$ cat config.mk
export PLATFORM = sky130hd
export DESIGN_NAME = mesm6_alu_ctl
export DESIGN_NICKNAME = d
export VERILOG_FILES = /design/src/rtl/mesm6_alu_ctl.sv
export SDC_FILE = /design/constraint.sdc
export NUM_CORES = 1
export LEC_CHECK = 0
export CAP_MARGIN = 10
export CORE_ASPECT_RATIO = 2
export CORE_MARGIN = 5
export CORE_UTILIZATION = 40
export DETAILED_ROUTE_END_ITERATION = 7
export HOLD_SLACK_MARGIN = 0.12
export PLACE_DENSITY_LB_ADDON = 0.05
export RECOVER_POWER = 50
export SETUP_SLACK_MARGIN = 0.05
export SLEW_MARGIN = 20
export SYNTH_ARGS = -nofsm -noshare
export SYNTH_HDL_FRONTEND = slang
export SYNTH_SLANG_ARGS = --single-unit
$ cat constraint.sdc
create_clock -name clk -period 2.2 [get_ports clk]
set_input_delay 0.44 -clock clk [delete_from_list [all_inputs] [get_ports clk]]
set_output_delay 0.44 -clock clk [all_outputs]
set_load 0.01 [all_outputs]
$ cat src/rtl/mesm6_alu_ctl.sv
// Request/response sequencer for mesm6_alu: latches one operation, holds it stable
// while the ALU runs, returns the op to NOP, and aborts with a watchdog.
`ifndef MESM6_ALU_DEFS
`define MESM6_ALU_DEFS
`define ALU_OP_WIDTH 4
`define ALU_NOP  4'd0
`define ALU_AND  4'd1
`define ALU_OR   4'd2
`define ALU_XOR  4'd3
`define ALU_ARX  4'd4
`define ALU_ADD  4'd5
`define ALU_SUB  4'd6
`define ALU_FDIV 4'd7
`endif

module mesm6_alu_ctl #(
  parameter int unsigned TIMEOUT = 64,
  parameter int unsigned CNT_W   = 8
) (
  input  logic                     clk,
  input  logic                     reset,
  input  logic                     req_valid,
  output logic                     req_ready,
  input  logic [`ALU_OP_WIDTH-1:0] req_op,
  input  logic                     req_wy,
  input  logic                     req_log,
  input  logic                     req_norm,
  input  logic                     req_round,
  input  logic [47:0]              req_a,
  input  logic [47:0]              req_b,
  output logic [`ALU_OP_WIDTH-1:0] alu_op,
  output logic                     alu_wy,
  output logic                     alu_grp_log,
  output logic                     alu_do_norm,
  output logic                     alu_do_round,
  output logic [47:0]              alu_a,
  output logic [47:0]              alu_b,
  input  logic [47:0]              alu_acc,
  input  logic                     alu_done,
  output logic                     resp_valid,
  input  logic                     resp_ready,
  output logic [47:0]              resp_acc,
  output logic                     resp_timeout,
  output logic                     busy,
  output logic [CNT_W-1:0]         cycles
);

  typedef enum logic [1:0] {StIdle, StWy, StExec, StResp} state_e;

  state_e                   state_q, state_d;
  logic [`ALU_OP_WIDTH-1:0] op_q, op_d;
  logic                     wy_q, wy_d;
  logic                     log_q, log_d;
  logic                     norm_q, norm_d;
  logic                     round_q, round_d;
  logic [47:0]              a_q, a_d;
  logic [47:0]              b_q, b_d;
  logic                     rvalid_q, rvalid_d;
  logic [47:0]              racc_q, racc_d;
  logic                     rto_q, rto_d;
  logic [CNT_W-1:0]         cycles_q, cycles_d;
  logic [CNT_W-1:0]         cnt_q, cnt_d;

  always_comb begin
    state_d  = state_q;
    op_d     = op_q;
    wy_d     = wy_q;
    log_d    = log_q;
    norm_d   = norm_q;
    round_d  = round_q;
    a_d      = a_q;
    b_d      = b_q;
    rvalid_d = rvalid_q;
    racc_d   = racc_q;
    rto_d    = rto_q;
    cycles_d = cycles_q;
    cnt_d    = cnt_q;

    unique case (state_q)
      StIdle: begin
        if (req_valid) begin
          if (req_op == `ALU_NOP) begin
            // A plain NOP is consumed silently; only the Y-write form does anything.
            if (req_wy) begin
              a_d     = req_a;
              wy_d    = 1'b1;
              state_d = StWy;
            end
          end else begin
            op_d    = req_op;
            wy_d    = 1'b0;
            log_d   = req_log;
            norm_d  = req_norm;
            round_d = req_round;
            a_d     = req_a;
            b_d     = req_b;
            cnt_d   = '0;
            state_d = StExec;
          end
        end
      end
      StWy: begin
        wy_d    = 1'b0;
        state_d = StIdle;
      end
      StExec: begin
        if (cnt_q != '1) cnt_d = cnt_q + CNT_W'(1);
        // Done takes priority over a coincident watchdog expiry.
        if (alu_done) begin
          racc_d   = alu_acc;
          rto_d    = 1'b0;
          rvalid_d = 1'b1;
          cycles_d = cnt_q;
          op_d     = `ALU_NOP;
          state_d  = StResp;
        end else if (cnt_q == CNT_W'(TIMEOUT - 1)) begin
          racc_d   = '0;
          rto_d    = 1'b1;
          rvalid_d = 1'b1;
          cycles_d = CNT_W'(TIMEOUT);
          op_d     = `ALU_NOP;
          state_d  = StResp;
        end
      end
      StResp: begin
        if (resp_ready) begin
          rvalid_d = 1'b0;
          rto_d    = 1'b0;
          state_d  = StIdle;
        end
      end
      default: state_d = StIdle;
    endcase
  end

  always_ff @(posedge clk) begin
    if (reset) begin
      state_q  <= StIdle;
      op_q     <= `ALU_NOP;
      wy_q     <= 1'b0;
      log_q    <= 1'b0;
      norm_q   <= 1'b0;
      round_q  <= 1'b0;
      a_q      <= '0;
      b_q      <= '0;
      rvalid_q <= 1'b0;
      racc_q   <= '0;
      rto_q    <= 1'b0;
      cycles_q <= '0;
      cnt_q    <= '0;
    end else begin
      state_q  <= state_d;
      op_q     <= op_d;
      wy_q     <= wy_d;
      log_q    <= log_d;
      norm_q   <= norm_d;
      round_q  <= round_d;
      a_q      <= a_d;
      b_q      <= b_d;
      rvalid_q <= rvalid_d;
      racc_q   <= racc_d;
      rto_q    <= rto_d;
      cycles_q <= cycles_d;
      cnt_q    <= cnt_d;
    end
  end

  assign req_ready    = (state_q == StIdle);
  assign busy         = (state_q != StIdle);
  assign alu_op       = op_q;
  assign alu_wy       = wy_q;
  assign alu_grp_log  = log_q;
  assign alu_do_norm  = norm_q;
  assign alu_do_round = round_q;
  assign alu_a        = a_q;
  assign alu_b        = b_q;
  assign resp_valid   = rvalid_q;
  assign resp_acc     = racc_q;
  assign resp_timeout = rto_q;
  assign cycles       = cycles_q;

endmodule
==> results of run 1 <==
[final cells by class]
type / count / share of cell area
Sequential cell: 172 / 0.337
Tap cell: 198 / 0.0242
Inverter: 4 / 0.00147
Clock buffer: 17 / 0.0416
Multi-Input combinational cell: 539 / 0.247
Timing Repair Buffer: 340 / 0.338
Antenna cell: 1 / 0.000245
Clock inverter: 15 / 0.0111
[timing repair]
item / CTS / global route
hold buffers: 0 / 0
gates resized for setup: 1 / 1
hold endpoints to repair: 0 / 0
setup endpoints to repair: 1 / 1
[power by group]
part / switching, mW / leakage (nW) / internal [mW]
clock network: 1.29 / 0.265 / 1.46
registers: 0.0866 / 1.40 / 3.30
logic: 0.632 / 2.45 / 0.698
total: 2.01 / 4.12 / 5.46
[per-stage QoR]
step           instances  utilization
2_1_floorplan        777            -
4_1_cts             1285        0.669
5_1_grt             1286        0.669
3_5_place_dp        1253        0.634
3_3_place_gp        1253        0.634
6_report            1286        0.669
[worst register-to-register path, stage by stage (launching register included)]
cell	delay, ns
dfxtp_1	0.46
nor3b_1	0.53
a211o_1	0.21
a21oi_1	0.06
buf_4	0.16
a22o_1	0.22
[state kept, by name, indices dropped and copies added (netlist names)]
register and cells:
alu_a 48, resp_timeout 1, resp_acc 48, alu_do_norm 1, cycles 8, alu_grp_log 1, resp_valid 1, alu_wy 1
cnt_q 8, alu_op 4, alu_b 48, alu_do_round 1, state_q 2
[worst min path at each step]
stage | start | to | cells past startpoint | slack (ns)
after floorplan | cnt_q[7]$_SDFFE_PP0P_ | cycles[7]$_SDFFE_PP0P_ | 2 | 0.46
after global placement | alu_b[19]$_SDFFE_PP0P_ | alu_b[19]$_SDFFE_PP0P_ | 2 | 0.44
after detailed placement | alu_a[33]$_SDFFE_PP0P_ | alu_a[33]$_SDFFE_PP0P_ | 2 | 0.45
after CTS | reset | alu_b[35]$_SDFFE_PP0P_ | 2 | 0.42
after global routing | reset | resp_acc[43]$_SDFFE_PP0P_ | 2 | 0.45
final | reset | alu_b[35]$_SDFFE_PP0P_ | 2 | 0.43
[cell usage after synthesis]
cell type    n  area share
dfxtp_1    172        0.55
and2_1       1      0.0010
o21ai_0     58       0.046
nand2b_1     3      0.0030
a21oi_1    165        0.13
or4_1        2      0.0024
nand3_1      5      0.0040
o211ai_2     1      0.0020
nand2_1    260        0.16
o31ai_1      1      0.0012
o211ai_1     2      0.0024
a41o_1       1      0.0016
inv_1        4      0.0024
o211a_1      1      0.0016
ha_1         1      0.0020
clkbuf_1    41       0.025
nor2b_1      1      0.0010
nand4_1      1      0.0010
a31o_2       1      0.0014
buf_4        1      0.0012
and4_1       1      0.0014
o21a_1       2      0.0024
a311oi_1     2      0.0028
nor3_1       2      0.0016
a21o_1       1      0.0012
a41oi_1      2      0.0028
a211o_1      1      0.0014
o311ai_1     1      0.0014
buf_6        5      0.0090
nor2_1       7      0.0042
nor3b_1      1      0.0012
a22o_1       4      0.0056
nand4b_1     1      0.0014
and3_1       3      0.0030
a31oi_2      1      0.0020
a211oi_1     6      0.0072
buf_2       15       0.012
[cell families (layout without fill, tap and decap cells)]
family,Yosys count,in the layout,synth area share
other,0,1,0
AO/OA/AOI/OAI,250,250,0.216
flip-flops,172,172,0.551
buffers and inverters,66,376,0.0493
AND/OR/NAND/NOR,288,288,0.182
adder cells (fa/ha/maj),1,1,0.00200
[per-layer routing]
layer  vias up  part of all wire  wire length [microns]  track usage
li1       3205                 -                      -            -
met1      2924              0.38                   7740        0.236
met2       241              0.51                  10400        0.378
met3        42             0.077                   1580       0.0762
met4         0             0.036                    730       0.0999
met5         -                 0                      0            0
==> run_results.csv, run 1 <==
group,metric,value,unit
logic_synthesis,synthDistinctLibCells,37,
routing,routed_wl,20.5,mm
worst_setup_path,ff2ff_setup_slack,0.43,ns
routing,drc,0,
worst_setup_path,worst-path-stages,4,
routing,vias_per_cell,4.99,
sta,worstMarginPinSlew,0.572,ns
worst_setup_path,cp_top_family,"buffers and inverters",
logic_synthesis,syn-cell-area,0.00624,sq mm
worst_setup_path,crit_end,"busy",
layout,multi_input_area,0.00252,sq mm
grt,grt_overflow_total,0,
sta,skew,0.0115,ns
power,p_total,7.47,mW
floorplan,die_height,187,microns
worst_setup_path,rr_worst_depth,5,
sta,min_period_over_period,0.939,
routing,vias,6412,
sta,final_max_slew_viol_count,0,
layout,layout-drive-gt1-share,0.0570,
worst_setup_path,rr_startpoint,"cnt_q[5]$_SDFFE_PP0P_",
clocking,clkSlewWorstSetupHoldPaths,0.07,ns
sta,min_period,2.07,ns
layout,final_cell_mix,"260 x nand2_1, 170 x dfxtp_1, 164 x a21oi_1, 164 x clkdlybuf4s50_1, 155 x dlygate4sd3_1",
worst_setup_path,crit_buf_inv,3,
worst_setup_path,startpoint,"state_q[1]$_SDFFE_PP0P_",
placed_design,io_buffer_count,320,
clocking,cts_tree,"built",
logic_synthesis,synth_nets,935,
grt,grt_pass1_vias,6165,
floorplan,rows,64,
logic_synthesis,ys_ff_latch,172,
layout,ff_latch_area,0.00345,sq mm
sta,fin_tns_setup,0,ns
clocking,cts_buffers,17,
power,ir_drop,0.686,mV
layout,fin_area,0.0102,sq mm
grt,grt_max_degree,60,
worst_setup_path,crit_arrival,1.63,ns
placed_design,dp_slack,-0.120,ns
worst_setup_path,end_kind,"output pin",
routing,dr.pass1.iters,4,
worst_hold_path,hold_class,"in2reg",
floorplan,core,0.0153,sq mm
clocking,cts_root_buf,"clkbuf_16",
clocking,clkLatencyLatePin,0.42,ns
routing,drtIter0Drc,335,
routing,ant_nets,0,
grt,grtUsageTotal,0.219,
layout,nFillCells,1304,
clocking,clock-sinks,172,
worst_setup_path,cp.required,1.76,ns
worst_setup_path,crit_path_start_kind,"flop",
sta,final-setup-viol-count,0,
worst_setup_path,critical_path_class,"reg2out",
sta,slew_headroom,0.618,
flow_run,drv_cap,0,
sta,hold_violations,0,
placed_design,hpwl,14.8,mm
sta,worst_slack,0.135,ns
worst_setup_path,slowest_stage,"clkdlybuf4s50_1",
worst_setup_path,timing.rr.end,"alu_op[2]$_SDFFE_PP0P_",
logic_synthesis,yosysWarningCount,0,
grt,antenna_found_initial,1,
sta,fin_hold_ws,0.433,ns
clocking,post-cts-setup-buffers,0,
logic_synthesis,synth-seq-area-share,0.551,
logic_synthesis,synthCells,777,
worst_setup_path,cp_cell_sequence,"nor2_1 > buf_4 > inv_1 > clkdlybuf4s50_1",
outcome,status,"complete, no violations",
worst_setup_path,crit_fanout,9,
sta,fmax,484,MHz
clocking,cts_max_level,4,
clocking,cts_max_path_buffers,2,
sta,rsz0062_at_grt,"false",
layout,fin_nets,1232,
power,p_per_area,730,mW/mm^2
layout,final_common_cell,"nand2_1",
floorplan,die-area,0.0184,sq mm
floorplan,start_util,0.408,
layout,area_growth,63.9,%
worst_setup_path,cp_slowest_stage_delay,0.53,ns
routing,drt-wirelength-per-cell,15.9,microns
placed_design,place_area,0.00969,sq mm
floorplan,die_w,98.4,microns
floorplan,io_pins,321,
placed_design,place_congestion,0.818,
logic_synthesis,syn_area_per_cell,8.04,sq um
grt,grt_pass1_wl,32.4,mm
power,p_leak,4.12,nW
Note: power is estimated with default switching activity, not from simulation.
==> run 2, diff against run 1 <==
PLACE_DENSITY = 0.93   (was unset)
PLACE_DENSITY_LB_ADDON = unset   (was 0.05)
SETUP_SLACK_MARGIN = unset   (was 0.05)
TNS_END_PERCENT = 50   (was unset)
==> run 2 against run 1 <==
  * Via count up 2.5%
  * Clock-buffer cell count increased by 6
  * Sequential cell count unchanged
  * Core utilization decreased by 0.21 points
  * Highest routed layer unchanged
  * Clock skew fell by 0.0019 ns
  * Largest power group unchanged
  * Non-clock buffer count shrank 2
==> run_results.csv, run 2 (synthesis results as in run 1) <==
group,metric,value,unit
outcome,status,"complete, no violations",
grt,grt_pass1_wl,33.8,mm
sta,fmax,480,MHz
worst_setup_path,crit_fanout,41,
clocking,clock-sinks,172,
clocking,cts_resized,0,
worst_hold_path,hold_class,"in2reg",
grt,grt_overflow_total,0,
layout,area_growth,63.4,%
power,p_leak,4.11,nW
power,p_total,7.49,mW
sta,final-setup-viol-count,0,
worst_setup_path,end_kind,"flop",
routing,vias_per_cell,5.12,
layout,final_cell_mix,"260 x nand2_1, 172 x dfxtp_1, 164 x a21oi_1",
power,p_per_area,734,mW/mm^2
floorplan,rows,64,
worst_setup_path,crit_path_start_kind,"input port",
sta,worstMarginPinSlew,0.565,ns
sta,rsz0062_at_grt,"false",
floorplan,io_pins,321,
power,ir_drop,0.541,mV
clocking,cts_hold_buf,0,
routing,drc,0,
clocking,cts_root_buf,"clkbuf_16",
placed_design,io_buffer_count,320,
layout,final_util,0.667,
sta,min_period,2.08,ns
clocking,cts_tree,"built",
floorplan,die-area,0.0184,sq mm
worst_setup_path,ff2ff_setup_slack,0.20,ns
clocking,cts_max_path_buffers,2,
floorplan,die_height,187,microns
placed_design,hpwl,16.1,mm
clocking,post-cts-setup-buffers,0,
grt,antenna_found_initial,1,
sta,hold_violations,0,
placed_design,place_congestion,0.850,
worst_setup_path,critical_path_class,"in2reg",
grt,grtUsageTotal,0.227,
grt,grt_pass1_vias,6519,
worst_setup_path,cp.required,2.52,ns
floorplan,die_w,98.4,microns
sta,final_max_slew_viol_count,0,
routing,vias,6570,
sta,min_period_over_period,0.947,
layout,layout-drive-gt1-share,0.0488,
floorplan,start_util,0.408,
clocking,clkSlewWorstSetupHoldPaths,0.06,ns
layout,final_common_cell,"nand2_1",
routing,dr.pass1.iters,5,
worst_setup_path,crit_arrival,2.40,ns
flow_run,drv_cap,0,
routing,routed_wl,21.7,mm
clocking,cts_buffers,17,
sta,skew,0.00965,ns
clocking,cts_max_level,4,
routing,ant_nets,0,
routing,drt-wirelength-per-cell,16.9,microns
floorplan,core,0.0153,sq mm
clocking,clkLatencyLatePin,0.40,ns
layout,fin_nets,1230,
sta,slew_headroom,0.622,
routing,drtIter0Drc,324,
grt,grt_max_degree,64,
==> run 2: cell types whose count changed in the layout (fill, tap and decap cells not counted), moves of 2 or more <==
cell and change:
dfxtp_1 +2, clkinvlp_4 +2, clkdlybuf4s50_1 -7, clkbuf_1 +5
dfxtp_2 -2, clkinv_2 -3, dlygate4sd3_1 +7, inv_6 -5
==> run 2: metal layers <==
metal  up-vias  GRT usage  part of all wire
met5         -          0                 0
met4         0      0.118             0.049
met3        66     0.0486             0.058
met2       279      0.415              0.54
met1      3034      0.238              0.36
li1       3191          -                 -
==> run 2: area by class of cell <==
| cell class | count | area (sq um) |
|---|---|---|
| tap | 198 | 248 |
| clock buffer | 23 | 448 |
| antenna | 1 | 2.50 |
| timing repair buffer | 338 | 3430 |
| multi-input combinational | 539 | 2520 |
| clock inverter | 9 | 91.3 |
| inverter | 4 | 15.0 |
| fill | 1200 | 5090 |
| sequential | 172 | 3440 |
==> run 2: where the power goes <==
part,internal (mW),switching (mW)
Clock,1.57,1.20
Sequential,3.30,0.0935
Combinational,0.681,0.644
==> run 2: worst paths after layout <==
| check | cells past startpoint | endpoint | start |
|---|---|---|---|
| max | 7 | alu_b[23]$_SDFFE_PP0P_ | req_op[0] |
| min | 2 | cycles[5]$_SDFFE_PP0P_ | reset |
| max reg2reg | 4 | resp_acc[29]$_SDFFE_PP0P_ | state_q[0]$_SDFFE_PP0P_ |
| min reg2reg | 2 | alu_a[34]$_SDFFE_PP0P_ | alu_a[34]$_SDFFE_PP0P_ |
==> run 2: worst max-delay path, cell delays in order <==
cell and delay [ns]:
clkdlybuf4s50_1 0.43, or4_1 0.70, buf_4 0.22, nand3_2 0.11
buf_12 0.22, nand2_1 0.08, a21oi_1 0.18
==> run 2: metrics by stage <==
stage / hold slack, ns / cells / TNS, ns / setup slack (ns) / cell area, sq um
4_1_cts: 0.400 / 1283 / 0 / 0.00277 / 10200
3_3_place_gp: 0.440 / 1251 / -12.13 / -0.150 / 9670
2_1_floorplan: 0.458 / 777 / 0 / 0.329 / 6240
6_report: 0.420 / 1284 / 0 / 0.117 / 10200
3_5_place_dp: 0.446 / 1251 / -22.99 / -0.310 / 9670
5_1_grt: 0.417 / 1284 / 0 / 0.00416 / 10200
